## src/rtl/mips_pkg.sv

```systemverilog
// mips_pkg: definitions shared by the instruction-fetch slice.
//   INSTR_W          instruction word width
//   PC_INC           program counter step per instruction (bytes)
//   RESET_PC_DEFAULT default PC loaded on reset
//   fetch_state_t    fetch FSM encoding (FETCH issues reads, DRAIN drops stale responses)
package mips_pkg;

   localparam int          INSTR_W          = 32;
   localparam logic [31:0] PC_INC           = 32'd4;
   localparam logic [31:0] RESET_PC_DEFAULT = 32'h0000_0000;

   typedef enum logic {
      FETCH = 1'b0,
      DRAIN = 1'b1
   } fetch_state_t;

endpackage

```

## src/rtl/fetch_stage_if.sv

```systemverilog
// fetch_stage_if: bundles the program-memory port, the redirect input and the
// IF/ID output port of the fetch stage.
//   imem_req_o/imem_addr_o     word read request issued this cycle
//   imem_rvalid_i/imem_rdata_i in-order read response, latency >= 1
//   redirect_i/redirect_pc_i   control transfer taken downstream
//   valid_o/ready_i            IF/ID handshake
//   instr_o/pc_plus_4_o        queue head payload
//   misalign_o                 one-cycle pulse for a misaligned redirect target
//
// Handshake: the IF/ID transfer happens in every cycle where valid_o and
// ready_i are both high at the rising edge. valid_o never depends on ready_i,
// and the payload is stable while valid_o is high and ready_i is low. The
// memory side has no back-pressure: a request is taken whenever imem_req_o is
// high, and every request is answered by exactly one imem_rvalid_i pulse.
interface fetch_stage_if;
   import mips_pkg::*;

   logic               imem_req_o;
   logic [31:0]        imem_addr_o;
   logic               imem_rvalid_i;
   logic [INSTR_W-1:0] imem_rdata_i;
   logic               redirect_i;
   logic [31:0]        redirect_pc_i;
   logic               valid_o;
   logic               ready_i;
   logic [INSTR_W-1:0] instr_o;
   logic [31:0]        pc_plus_4_o;
   logic               misalign_o;

   // Fetch stage side.
   modport master (
      output imem_req_o, imem_addr_o, valid_o, instr_o, pc_plus_4_o, misalign_o,
      input  imem_rvalid_i, imem_rdata_i, redirect_i, redirect_pc_i, ready_i
   );

   // Environment side (program memory, PC select, IF/ID register).
   modport slave (
      input  imem_req_o, imem_addr_o, valid_o, instr_o, pc_plus_4_o, misalign_o,
      output imem_rvalid_i, imem_rdata_i, redirect_i, redirect_pc_i, ready_i
   );

endinterface

```

## src/rtl/sync_fifo.sv

```systemverilog
// sync_fifo: single-clock FIFO with registered storage and combinational head.
//   clk, reset   rising-edge clock, synchronous active-high reset
//   push, din    write din when push is high (also allowed when full if popping)
//   pop          drop the head entry (ignored when empty)
//   flush        discard all entries; wins over push and pop
//   full, empty  occupancy flags
//   count        number of stored entries (0..DEPTH)
//   head         oldest entry, valid only while empty is low
// DEPTH must be a power of two and at least 2.
module sync_fifo #(
   parameter int WIDTH = 32,
   parameter int DEPTH = 4
) (
   input  logic                   clk,
   input  logic                   reset,
   input  logic                   push,
   input  logic                   pop,
   input  logic                   flush,
   input  logic [WIDTH-1:0]       din,
   output logic                   full,
   output logic                   empty,
   output logic [$clog2(DEPTH):0] count,
   output logic [WIDTH-1:0]       head
);

   localparam int AW = $clog2(DEPTH);

   logic [WIDTH-1:0] mem [DEPTH];
   logic [AW-1:0]    rd_ptr;
   logic [AW-1:0]    wr_ptr;
   logic [AW:0]      count_q;
   logic             do_push;
   logic             do_pop;

   assign empty   = (count_q == '0);
   assign full    = (count_q == (AW+1)'(DEPTH));
   assign do_pop  = pop && !empty;
   assign do_push = push && (!full || do_pop);
   assign count   = count_q;
   assign head    = mem[rd_ptr];

   always_ff @(posedge clk) begin
      if (reset || flush) begin
         rd_ptr  <= '0;
         wr_ptr  <= '0;
         count_q <= '0;
      end else begin
         if (do_push) wr_ptr <= wr_ptr + AW'(1);
         if (do_pop)  rd_ptr <= rd_ptr + AW'(1);
         unique case ({do_push, do_pop})
            2'b10:   count_q <= count_q + (AW+1)'(1);
            2'b01:   count_q <= count_q - (AW+1)'(1);
            default: count_q <= count_q;
         endcase
      end
   end

   // Storage needs no reset: nothing is read until it has been written.
   always_ff @(posedge clk) begin
      if (do_push && !flush && !reset) mem[wr_ptr] <= din;
   end

endmodule

```

## src/rtl/fetch_stage.sv

```systemverilog
// fetch_stage: MIPS instruction fetch ahead of the IF/ID register.
// Owns the PC, issues word reads to program memory, buffers returned words in
// a prefetch queue and presents {pc_plus_4, instr} to IF/ID.
//   clk, reset  rising-edge clock, synchronous active-high reset
//   bus         fetch_stage_if.master: memory port, redirect, IF/ID port
//   dbg_state   current fetch FSM state
// A redirect flushes the queue and turns every read still in flight into a
// response to be dropped (DRAIN), so stale words never reach IF/ID.
module fetch_stage
   import mips_pkg::*;
#(
   parameter int          FIFO_DEPTH      = 4,
   parameter logic [31:0] RESET_PC        = RESET_PC_DEFAULT,
   parameter int          MAX_OUTSTANDING = 2
) (
   input  logic                clk,
   input  logic                reset,
   fetch_stage_if.master       bus,
   output fetch_state_t        dbg_state
);

   localparam int CW  = $clog2(FIFO_DEPTH) + 1;       // queue count width
   localparam int SCW = $clog2(MAX_OUTSTANDING) + 1;  // shadow count width
   localparam int OW  = $clog2(MAX_OUTSTANDING + 1);  // outstanding/discard width
   localparam int QW  = 32 + INSTR_W;                 // {pc_plus_4, instr}

   fetch_state_t       state_q, state_d;
   logic [31:0]        fetch_pc_q, fetch_pc_d;
   logic [OW-1:0]      outst_q, outst_d;
   logic [OW-1:0]      discard_q, discard_d;
   logic               misalign_q, misalign_d;
   logic [QW-1:0]      last_q;

   logic               rsp;
   logic               issue;
   logic               accept;
   logic               flush;
   logic               credit_ok;
   logic [CW:0]        credit_sum;

   logic               q_full, q_empty;
   logic [CW-1:0]      q_count;
   logic [QW-1:0]      q_head;
   logic [QW-1:0]      q_din;

   logic               sh_full, sh_empty;
   logic [SCW-1:0]     sh_count;
   logic [31:0]        sh_head;
   logic               unused_sh_count;

   assign unused_sh_count = ^sh_count;

   // A response with nothing in flight cannot belong to this stage (for
   // example one issued before reset), so it is ignored.
   assign rsp = bus.imem_rvalid_i && (outst_q != '0);

   // Every read in flight owns a queue slot, which is why a push can never
   // find the queue full.
   assign credit_sum = {1'b0, q_count} + (CW+1)'(outst_q);
   assign credit_ok  = (outst_q < OW'(MAX_OUTSTANDING))
                    && (credit_sum < (CW+1)'(FIFO_DEPTH))
                    && !q_full && !sh_full;

   always_comb begin
      state_d    = state_q;
      fetch_pc_d = fetch_pc_q;
      outst_d    = outst_q;
      discard_d  = discard_q;
      misalign_d = 1'b0;
      issue      = 1'b0;
      accept     = 1'b0;
      flush      = 1'b0;
      if (bus.redirect_i) begin
         // Whatever is still in flight after this cycle is stale; a response
         // arriving right now is stale as well and is simply not pushed.
         flush      = 1'b1;
         fetch_pc_d = {bus.redirect_pc_i[31:2], 2'b00};
         misalign_d = |bus.redirect_pc_i[1:0];
         outst_d    = outst_q - OW'(rsp);
         discard_d  = outst_d;
         state_d    = (outst_d != '0) ? DRAIN : FETCH;
      end else begin
         unique case (state_q)
            FETCH: begin
               issue  = credit_ok;
               accept = rsp && (discard_q == '0) && !sh_empty;
               if (issue) fetch_pc_d = fetch_pc_q + PC_INC;
               outst_d = outst_q + OW'(issue) - OW'(rsp);
            end
            DRAIN: begin
               outst_d = outst_q - OW'(rsp);
               if (rsp && (discard_q != '0)) discard_d = discard_q - OW'(1);
               if (discard_d == '0) state_d = FETCH;
            end
         endcase
      end
   end

   always_ff @(posedge clk) begin
      if (reset) begin
         state_q    <= FETCH;
         fetch_pc_q <= RESET_PC;
         outst_q    <= '0;
         discard_q  <= '0;
         misalign_q <= 1'b0;
      end else begin
         state_q    <= state_d;
         fetch_pc_q <= fetch_pc_d;
         outst_q    <= outst_d;
         discard_q  <= discard_d;
         misalign_q <= misalign_d;
      end
   end

   // Last presented head, so the IF/ID payload holds while the queue is empty.
   always_ff @(posedge clk) begin
      if (reset) begin
         last_q <= '0;
      end else if (!q_empty) begin
         last_q <= q_head;
      end
   end

   assign q_din = {sh_head + PC_INC, bus.imem_rdata_i};

   sync_fifo #(
      .WIDTH (QW),
      .DEPTH (FIFO_DEPTH)
   ) u_queue (
      .clk   (clk),
      .reset (reset),
      .push  (accept),
      .pop   (bus.valid_o && bus.ready_i),
      .flush (flush),
      .din   (q_din),
      .full  (q_full),
      .empty (q_empty),
      .count (q_count),
      .head  (q_head)
   );

   // Addresses of reads in flight, oldest first; responses return in order.
   sync_fifo #(
      .WIDTH (32),
      .DEPTH (MAX_OUTSTANDING)
   ) u_shadow (
      .clk   (clk),
      .reset (reset),
      .push  (issue),
      .pop   (accept),
      .flush (flush),
      .din   (fetch_pc_q),
      .full  (sh_full),
      .empty (sh_empty),
      .count (sh_count),
      .head  (sh_head)
   );

   assign bus.imem_req_o  = issue && !reset;
   assign bus.imem_addr_o = fetch_pc_q;
   assign bus.valid_o     = !q_empty;
   assign bus.instr_o     = q_empty ? last_q[INSTR_W-1:0] : q_head[INSTR_W-1:0];
   assign bus.pc_plus_4_o = q_empty ? last_q[QW-1:INSTR_W] : q_head[QW-1:INSTR_W];
   assign bus.misalign_o  = misalign_q;
   assign dbg_state       = state_q;

endmodule
```

## src/flat_wrapper.sv

```systemverilog
// flat-port wrapper written by rule: the top's interface ports become plain ports
module fetch_stage_flat import mips_pkg::*;
#(
   parameter int          FIFO_DEPTH      = 4,
   parameter logic [31:0] RESET_PC        = RESET_PC_DEFAULT,
   parameter int          MAX_OUTSTANDING = 2
)
  (clk, reset, dbg_state, bus_imem_req_o, bus_imem_addr_o, bus_valid_o, bus_instr_o, bus_pc_plus_4_o, bus_misalign_o, bus_imem_rvalid_i, bus_imem_rdata_i, bus_redirect_i, bus_redirect_pc_i, bus_ready_i);
  fetch_stage_if bus_i ();
  input  logic clk;
  input  logic reset;
  output fetch_state_t dbg_state;
  output wire logic [$bits(bus_i.imem_req_o)-1:0] bus_imem_req_o;
  output wire logic [$bits(bus_i.imem_addr_o)-1:0] bus_imem_addr_o;
  output wire logic [$bits(bus_i.valid_o)-1:0] bus_valid_o;
  output wire logic [$bits(bus_i.instr_o)-1:0] bus_instr_o;
  output wire logic [$bits(bus_i.pc_plus_4_o)-1:0] bus_pc_plus_4_o;
  output wire logic [$bits(bus_i.misalign_o)-1:0] bus_misalign_o;
  input wire logic [$bits(bus_i.imem_rvalid_i)-1:0] bus_imem_rvalid_i;
  input wire logic [$bits(bus_i.imem_rdata_i)-1:0] bus_imem_rdata_i;
  input wire logic [$bits(bus_i.redirect_i)-1:0] bus_redirect_i;
  input wire logic [$bits(bus_i.redirect_pc_i)-1:0] bus_redirect_pc_i;
  input wire logic [$bits(bus_i.ready_i)-1:0] bus_ready_i;
  assign bus_imem_req_o = bus_i.imem_req_o;
  assign bus_imem_addr_o = bus_i.imem_addr_o;
  assign bus_valid_o = bus_i.valid_o;
  assign bus_instr_o = bus_i.instr_o;
  assign bus_pc_plus_4_o = bus_i.pc_plus_4_o;
  assign bus_misalign_o = bus_i.misalign_o;
  assign bus_i.imem_rvalid_i = bus_imem_rvalid_i;
  assign bus_i.imem_rdata_i = bus_imem_rdata_i;
  assign bus_i.redirect_i = bus_redirect_i;
  assign bus_i.redirect_pc_i = bus_redirect_pc_i;
  assign bus_i.ready_i = bus_ready_i;
  fetch_stage #(.FIFO_DEPTH(FIFO_DEPTH), .RESET_PC(RESET_PC), .MAX_OUTSTANDING(MAX_OUTSTANDING)) u_core (.clk(clk), .reset(reset), .bus(bus_i), .dbg_state(dbg_state));
endmodule
```

## config.mk

```make
export PLATFORM = sky130hd
export DESIGN_NAME = fetch_stage_flat
export DESIGN_NICKNAME = d
export VERILOG_FILES = /design/src/rtl/mips_pkg.sv /design/src/rtl/fetch_stage_if.sv /design/src/rtl/sync_fifo.sv /design/src/rtl/fetch_stage.sv /design/src/flat_wrapper.sv
export SDC_FILE = /design/constraint.sdc
export NUM_CORES = 1
export LEC_CHECK = 0
export BUFFER_PORTS_ARGS = -buffer_cell sky130_fd_sc_hd__buf_2
export CORE_MARGIN = 1
export CORE_UTILIZATION = 59
export CTS_CLUSTER_DIAMETER = 150
export DETAILED_ROUTE_END_ITERATION = 8
export PLACE_DENSITY = 0.8
export SETUP_SLACK_MARGIN = 0.02
export SYNTH_ARGS = -nofsm -noshare
export SYNTH_HDL_FRONTEND = slang
export SYNTH_SLANG_ARGS = --single-unit
```

## constraint.sdc

```tcl
create_clock -name clk -period 4 [get_ports clk]
set_input_delay 0.4 -clock clk [delete_from_list [all_inputs] [get_ports clk]]
set_output_delay 0.4 -clock clk [all_outputs]
set_load 0.005 [all_outputs]
```

# == Yosys cells after proc, flatten, opt, wreduce, memory -nomap -nowiden ==
# Memory sizes are Yosys's and may differ from the RTL's. A register that Yosys moved wholly into a read port is not among the register bits.
# Cells that the tools add are included.
# word_totals
regBits,113
mem_bits_rw,320
input_bits,69
wordCells,114
mem_count,2
# mem_list
memory,words,width,rd,rd_clocked_by_memory_dff,wr,line_no,rtl
u_core.u_queue.mem,4,64,1,1,1,sync_fifo.sv:28,logic [WIDTH-1:0] mem [DEPTH];
u_core.u_shadow.mem,2,32,1,1,1,sync_fifo.sv:28,
# op_classes
add_sub_neg,15
magnitude_cmp,2
eq_ne,7
muxes,31
bitwise_logic,2
n_reduce_logical,42
# ops
operator,n
two-way mux 32 bit,5
"adder 32 x 3 -> 32 bit, second input constant",2
logical AND 1 bit,17
two-way mux 2 bit,8
two-way mux 1 bit,15
nonzero test 2 bit,7
one-hot mux 2 bit (2 select lines),2
"adder 2 x 1 -> 2 bit, second input constant",3
"equality test 2 bit, second input constant",3
zero test 1 bit,6
zero test 2 bit,3
one-hot mux 3 bit (2 select lines),1
OR reduction 2 bit,3
adder 3 x 2 -> 4 bit,1
"equality test 2 x 1 -> 1 bit, second input constant",2
"less-than comparator 4 x 3 -> 1 bit, second input constant",1
AND reduction 2 bit,2
subtractor 2 x 1 -> 2 bit,2
"subtractor 2 x 1 -> 2 bit, second input constant",2
"adder 3 x 1 -> 3 bit, second input constant",1
"equality test 3 bit, second input constant",1
zero test 3 bit,1
logical OR 1 bit,3
"subtractor 3 x 1 -> 3 bit, second input constant",1
5 further kinds,7

# == Depth between registers and ports, before layout ==
# depth
ltp_word,13
ltp_mapped,14

# == By module ==
# From an unflattened synthesis, not the netlist that was laid out.
# unflattened
cells_unflattened,1076
hier_area_um2,17578.1
# by_module_without_submodules
mod,instances,cells_each,area_each_um2
sync_fifo at u_core.u_queue,1,393,9808.2
fetch_stage,1,554,5197.5
sync_fifo at u_core.u_shadow,1,129,2572.5

# == Worst setup path before layout ==
# No wires, ideal clock.
# synth_timing
path_kind,input port to flip-flop
from,in bus_redirect_i
to,"mem u_core.u_queue.mem[0][0] (netlist bit), enable pin"
arrival_ps,2886
t_required_ps,3573
path_slack_ps,688
path_stages,6
n_path_buf,1
path_cell_list,buf_6 > nor2_8 > o2111ai_2 > a31oi_1 > nor2b_1 > and2_1
# synth_via
elab_chain_len,6
elab_cells_between_ends,8
# synth_lines
item,line_no,rtl
from (decl),flat_wrapper.sv:21,input wire logic [$bits(bus_i.redirect_i)-1:0] bus_redirect_i;
two-way mux 1 bit,fetch_stage.sv:73,if (bus.redirect_i) begin
logical AND 1 bit / zero test 1 bit (equally long branches),"sync_fifo.sv:38, sync_fifo.sv:60",
logical AND 1 bit (*) (2 in a row),sync_fifo.sv:60,if (do_push && !flush && !reset) mem[wr_ptr] <= din;
two-way mux 1 bit (*),sync_fifo.sv:60,
two-way mux 1 bit (implied by the code) (*),sync_fifo.sv:60,
to (decl),sync_fifo.sv:28,
# Every way passes the cells marked *; elsewhere a longest branch is shown, timed or not.

# == Worst setup path after layout ==
# layout_timing
from,"reg u_core.u_queue.count_q[2], in the netlist u_core.u_queue.count[2]"
to,out bus_pc_plus_4_o[6]
# layout_via
elab_chain_len,2
# layout_lines
item,line_no,rtl
from (decl),sync_fifo.sv:31,logic [AW:0] count_q;
from (signal assigned),sync_fifo.sv:51,2'b10: count_q <= count_q + (AW+1)'(1);
from (signal assigned),sync_fifo.sv:52,2'b01: count_q <= count_q - (AW+1)'(1);
from (signal assigned),sync_fifo.sv:53,default: count_q <= count_q;
zero test 3 bit,sync_fifo.sv:35,assign empty = (count_q == '0);
two-way mux 32 bit,fetch_stage.sv:163,assign bus.pc_plus_4_o = q_empty ? last_q[QW-1:INSTR_W] : q_head[QW-1:INSTR_W];
to (decl),flat_wrapper.sv:17,output wire logic [$bits(bus_i.pc_plus_4_o)-1:0] bus_pc_plus_4_o;
# Every way passes these cells.

==> metrics.md <==
| Metric | Value |
|---|---|
| Gr usage total | `approximately a quarter` |
| Status | `completed` |
| Max-slew headroom | `roughly 30%` |
| Sw power | `about 2.2 mW` |
| Area of the core | `roughly 29000 µm²` |
| Synth Flop Type | `edfxtp_1` |
| Clock Tree Root | `clkbuf_16` |
| Port Buffers | `about 160` |
| Total die area | `around 30000 µm²` |
| Count leader, synth | `edfxtp_1` |
| CP Class | `reg -> out` |
| Reg2Reg Depth | `7` |
| Post-Synthesis Cells | `~1100` |
| Critical-path top delay cell | `buf_4` |
| Slew @ Worst Pin | `approximately 1.1 ns` |
| EDFF count, synth | `308` |
| Worst hold path class | `in -> reg` |
| # IOs | `between 150 and 200` |
| Area contributors post-synth | `edfxtp_1 53%, dfxtp_1 13%, mux4_2 8.1%, mux2_2 4.4%, nor2b_1 2.8%` |
| DRC | `0` |
| Largest net degree at the start of global routing | `56` |
| Combinational Power Share | `around 7.3%` |
| Share of cells above drive strength 1 | `between 30% and 40%` |
| Final Wtd Congestion | `just over 0.8` |
| Pwr Total | `roughly 9.5 mW` |
| Post-CTS Setup Bufs | `0` |
| Antenna violations before repair | `0` |
| Final setup viols | `0` |
| FF+latch count, synth | `420` |
| YS warnings | `0` |
| Pwr/cell area | `478.4 nW/µm²` |
| Synth unique cells | `64` |
| Largest vdd supply drop | `272.8 µV` |
| MaxCap Viol Count | `0` |
| TNS Setup | `0 ns` |
| Starting DRT DRC Count | `roughly 830` |
| FP Rows | `just over 60` |
| GR Overflow Total | `0` |
| Critical path endpoint category | `output pin` |
| Total routed wirelength | `34.74 mm` |
| Filler instances | `1838` |
| Final Hold Fails | `0` |
| Post-Place Cells | `1616` |
| Synth Cell Area | `between 15000 and 20000 µm²` |
| CTS tree | `yes` |
| Worst Skew | `0.01971 ns` |
| Slowest stage delay, CP | `about 0.67 ns` |
| Fin crit share | `between 70% and 80%` |
| Sequential share of power | `between 50% and 60%` |
| Clk slew on worst S/H paths | `roughly 0.06 ns` |
| Hold Buf Count CTS | `0` |
| First-pass GRT wire length | `between 50 and 60 mm` |
| Routed WL per cell | `between 20 and 25 µm` |
| Hold Path Depth | `2` |
| Starting Density | `approximately 60%` |
| H-Tree Depth | `2` |
| TritonCTS Sinks | `420` |
| DRT antenna net count | `0` |
| Unrepaired setup endpoints after global routing | `no` |
| Fraction of registers with async set/reset | `0%` |
| Worst-path maximum fanout | `55` |
| Routed via count | `just under 10000` |
| N_diodes | `0` |
| Commonest cells in the netlist | `308 x edfxtp_1, 112 x dfxtp_1, 78 x nor2b_1, 68 x mux2_2, 62 x mux4_2` |
| Avg Inst Size Synth | `15.58 µm²` |
| Vias in the first global route | `between 9000 and 10000` |
| Total leakage power | `approximately 6.9 nW` |
| Worst-path cell chain | `or3_2, buf_4, mux2_2, buf_2` |
| # nets final | `1356` |
| Slew Viols, Final | `0` |
| Post-cts gate resize count | `0` |
| Clock power frac | `between 30% and 40%` |
| Switching Share | `23.02%` |
| DR pass1 iterations | `5` |
| Clk Latency, worst-skew pair | `0.54 ns` |
| P_int | `about 7.3 mW` |
| Synth top area share | `between 50% and 60%` |
| Total CTS buffers | `a little over 40` |
| Register area share after synthesis | `about two thirds` |
| CP required | `approximately 3.6 ns` |
| Die Ht | `173.2 µm` |
| Critical Path Start Type | `register` |
| Fin crit period | `just over 3 ns` |
| Cell taking the most area after synthesis | `edfxtp_1` |
| Final core occ | `about 69%` |
| Final Non-Filler Cells | `approximately 1700` |
| Hpwl dp | `around 21 mm` |
| Via-to-Cell Ratio | `5.845` |
| Longest Clk Path Bufs | `3` |
| Die Wd | `~170 µm` |
| F_max | `approximately 330 MHz` |
| Syn-to-layout area delta | `14.46%` |
| CP arrival | `around 2.7 ns` |
==> metal layers <==
metal | part of all wire (%) | up-vias | track usage [%]
li1 | - | 4538 | -
met1 | 43 | 4952 | 33.06
met2 | 49 | 345 | 38.98
met3 | 5.0 | 55 | 3.276
met4 | 2.3 | 0 | 7.117
met5 | 0 | - | 0
==> state kept, by name, summed over array words and instances (netlist names), 2 cells and up, named ones only <==
name                    cells
u_core.u_shadow.count       2
u_core.last_q              62
u_core.u_queue.rd_ptr       2
u_core.u_queue.count        3
u_core.u_queue.mem        248
u_core.bus.imem_addr_o     30
u_core.discard_q            2
u_core.u_queue.wr_ptr       2
u_core.outst_q              2
u_core.u_shadow.mem        60
==> critical path, delay by kind of cell, from the launching register on <==
kind | cells | cell delay (ns)
AND/OR/NAND/NOR | 1 | 0.34
multiplexers | 1 | 0.46
buffers and inverters | 2 | 0.81
flip-flops | 1 | 0.44
==> path summary, 6_finish.rpt <==
kind	slack (ns)	from	end
setup / recovery	0.92	u_core.u_queue.count[2]	bus_pc_plus_4_o[6]
hold / removal	0.07	bus_redirect_pc_i[0]	u_core.bus.misalign_o
setup reg to reg	1.05	register	u_core.u_queue.mem[2][63]
hold reg to reg	0.45	u_core.discard_q[1]	u_core.discard_q[1]
==> metrics by stage <==
stage | instance area, µm² | setup slack, ns | hold WS [ns]
floorplan | 17310 | 0.6877 | 0.4363
global placement | 18480 | 1.210 | 0.4494
detailed placement | 18480 | 1.146 | 0.4499
CTS | 19800 | 0.8599 | 0.04408
global route | 19800 | 0.7720 | 0.05535
finish | 19800 | 0.9241 | 0.06524
==> placed cells by master (no fill, tap or decap), types with 12 or more instances in the layout <==
cell | synthesis | layout
inv_1 | 22 | 22
a21oi_1 | 35 | 35
nand4_1 | 22 | 22
mux2_2 | 68 | 68
nand3_1 | 28 | 28
xnor2_1 | 31 | 31
edfxtp_1 | 308 | 308
clkbuf_16 | 0 | 41
nor3_1 | 12 | 12
mux2i_1 | 25 | 25
buf_2 | 20 | 163
nor2b_1 | 78 | 78
nor2_1 | 41 | 40
dfxtp_1 | 112 | 109
mux4_2 | 62 | 62
nand2_1 | 42 | 42
xor2_1 | 29 | 29
buf_4 | 8 | 14
clkinv_1 | 0 | 13
==> cell type report <==
class	count	area, µm²	share of cell area, %
Sequential cell	420	11500	58.08
Timing Repair Buffer	181	1001	5.057
Clock buffer	47	1059	5.347
Multi-Input combinational cell	607	5406	27.31
Clock inverter	29	261.5	1.321
Inverter	24	90.09	0.4551
Tap cell	384	480.5	2.427
==> power by group through the flow <==
| stage | sequential, mW | combinational [mW] | clock (mW) |
|---|---|---|---|
| floorplan | 5.03 | 0.501 | 0 |
| global placement | 5.08 | 0.658 | 0 |
| detailed placement | 5.08 | 0.680 | 0 |
| CTS | 4.99 | 0.691 | 3.84 |
| global route | 5.01 | 0.770 | 4.02 |
| finish | 5.00 | 0.692 | 3.78 |
==> cells by family (layout without fill, tap and decap cells) <==
kind of cell / Yosys count / in the layout / synth area share [%]
and+or+nand+nor: 282 / 282 / 9.528
DFF: 420 / 420 / 66.44
other: 1 / 4 / 0.02168
xor gates and xnor gates: 60 / 60 / 3.039
muxes: 155 / 155 / 13.95
buffers and inverters: 86 / 281 / 2.409
adders and majority gates: 12 / 12 / 0.9116
AOI/OAI and AO/OA: 94 / 94 / 3.697
Power figures use the tool's default switching activity.
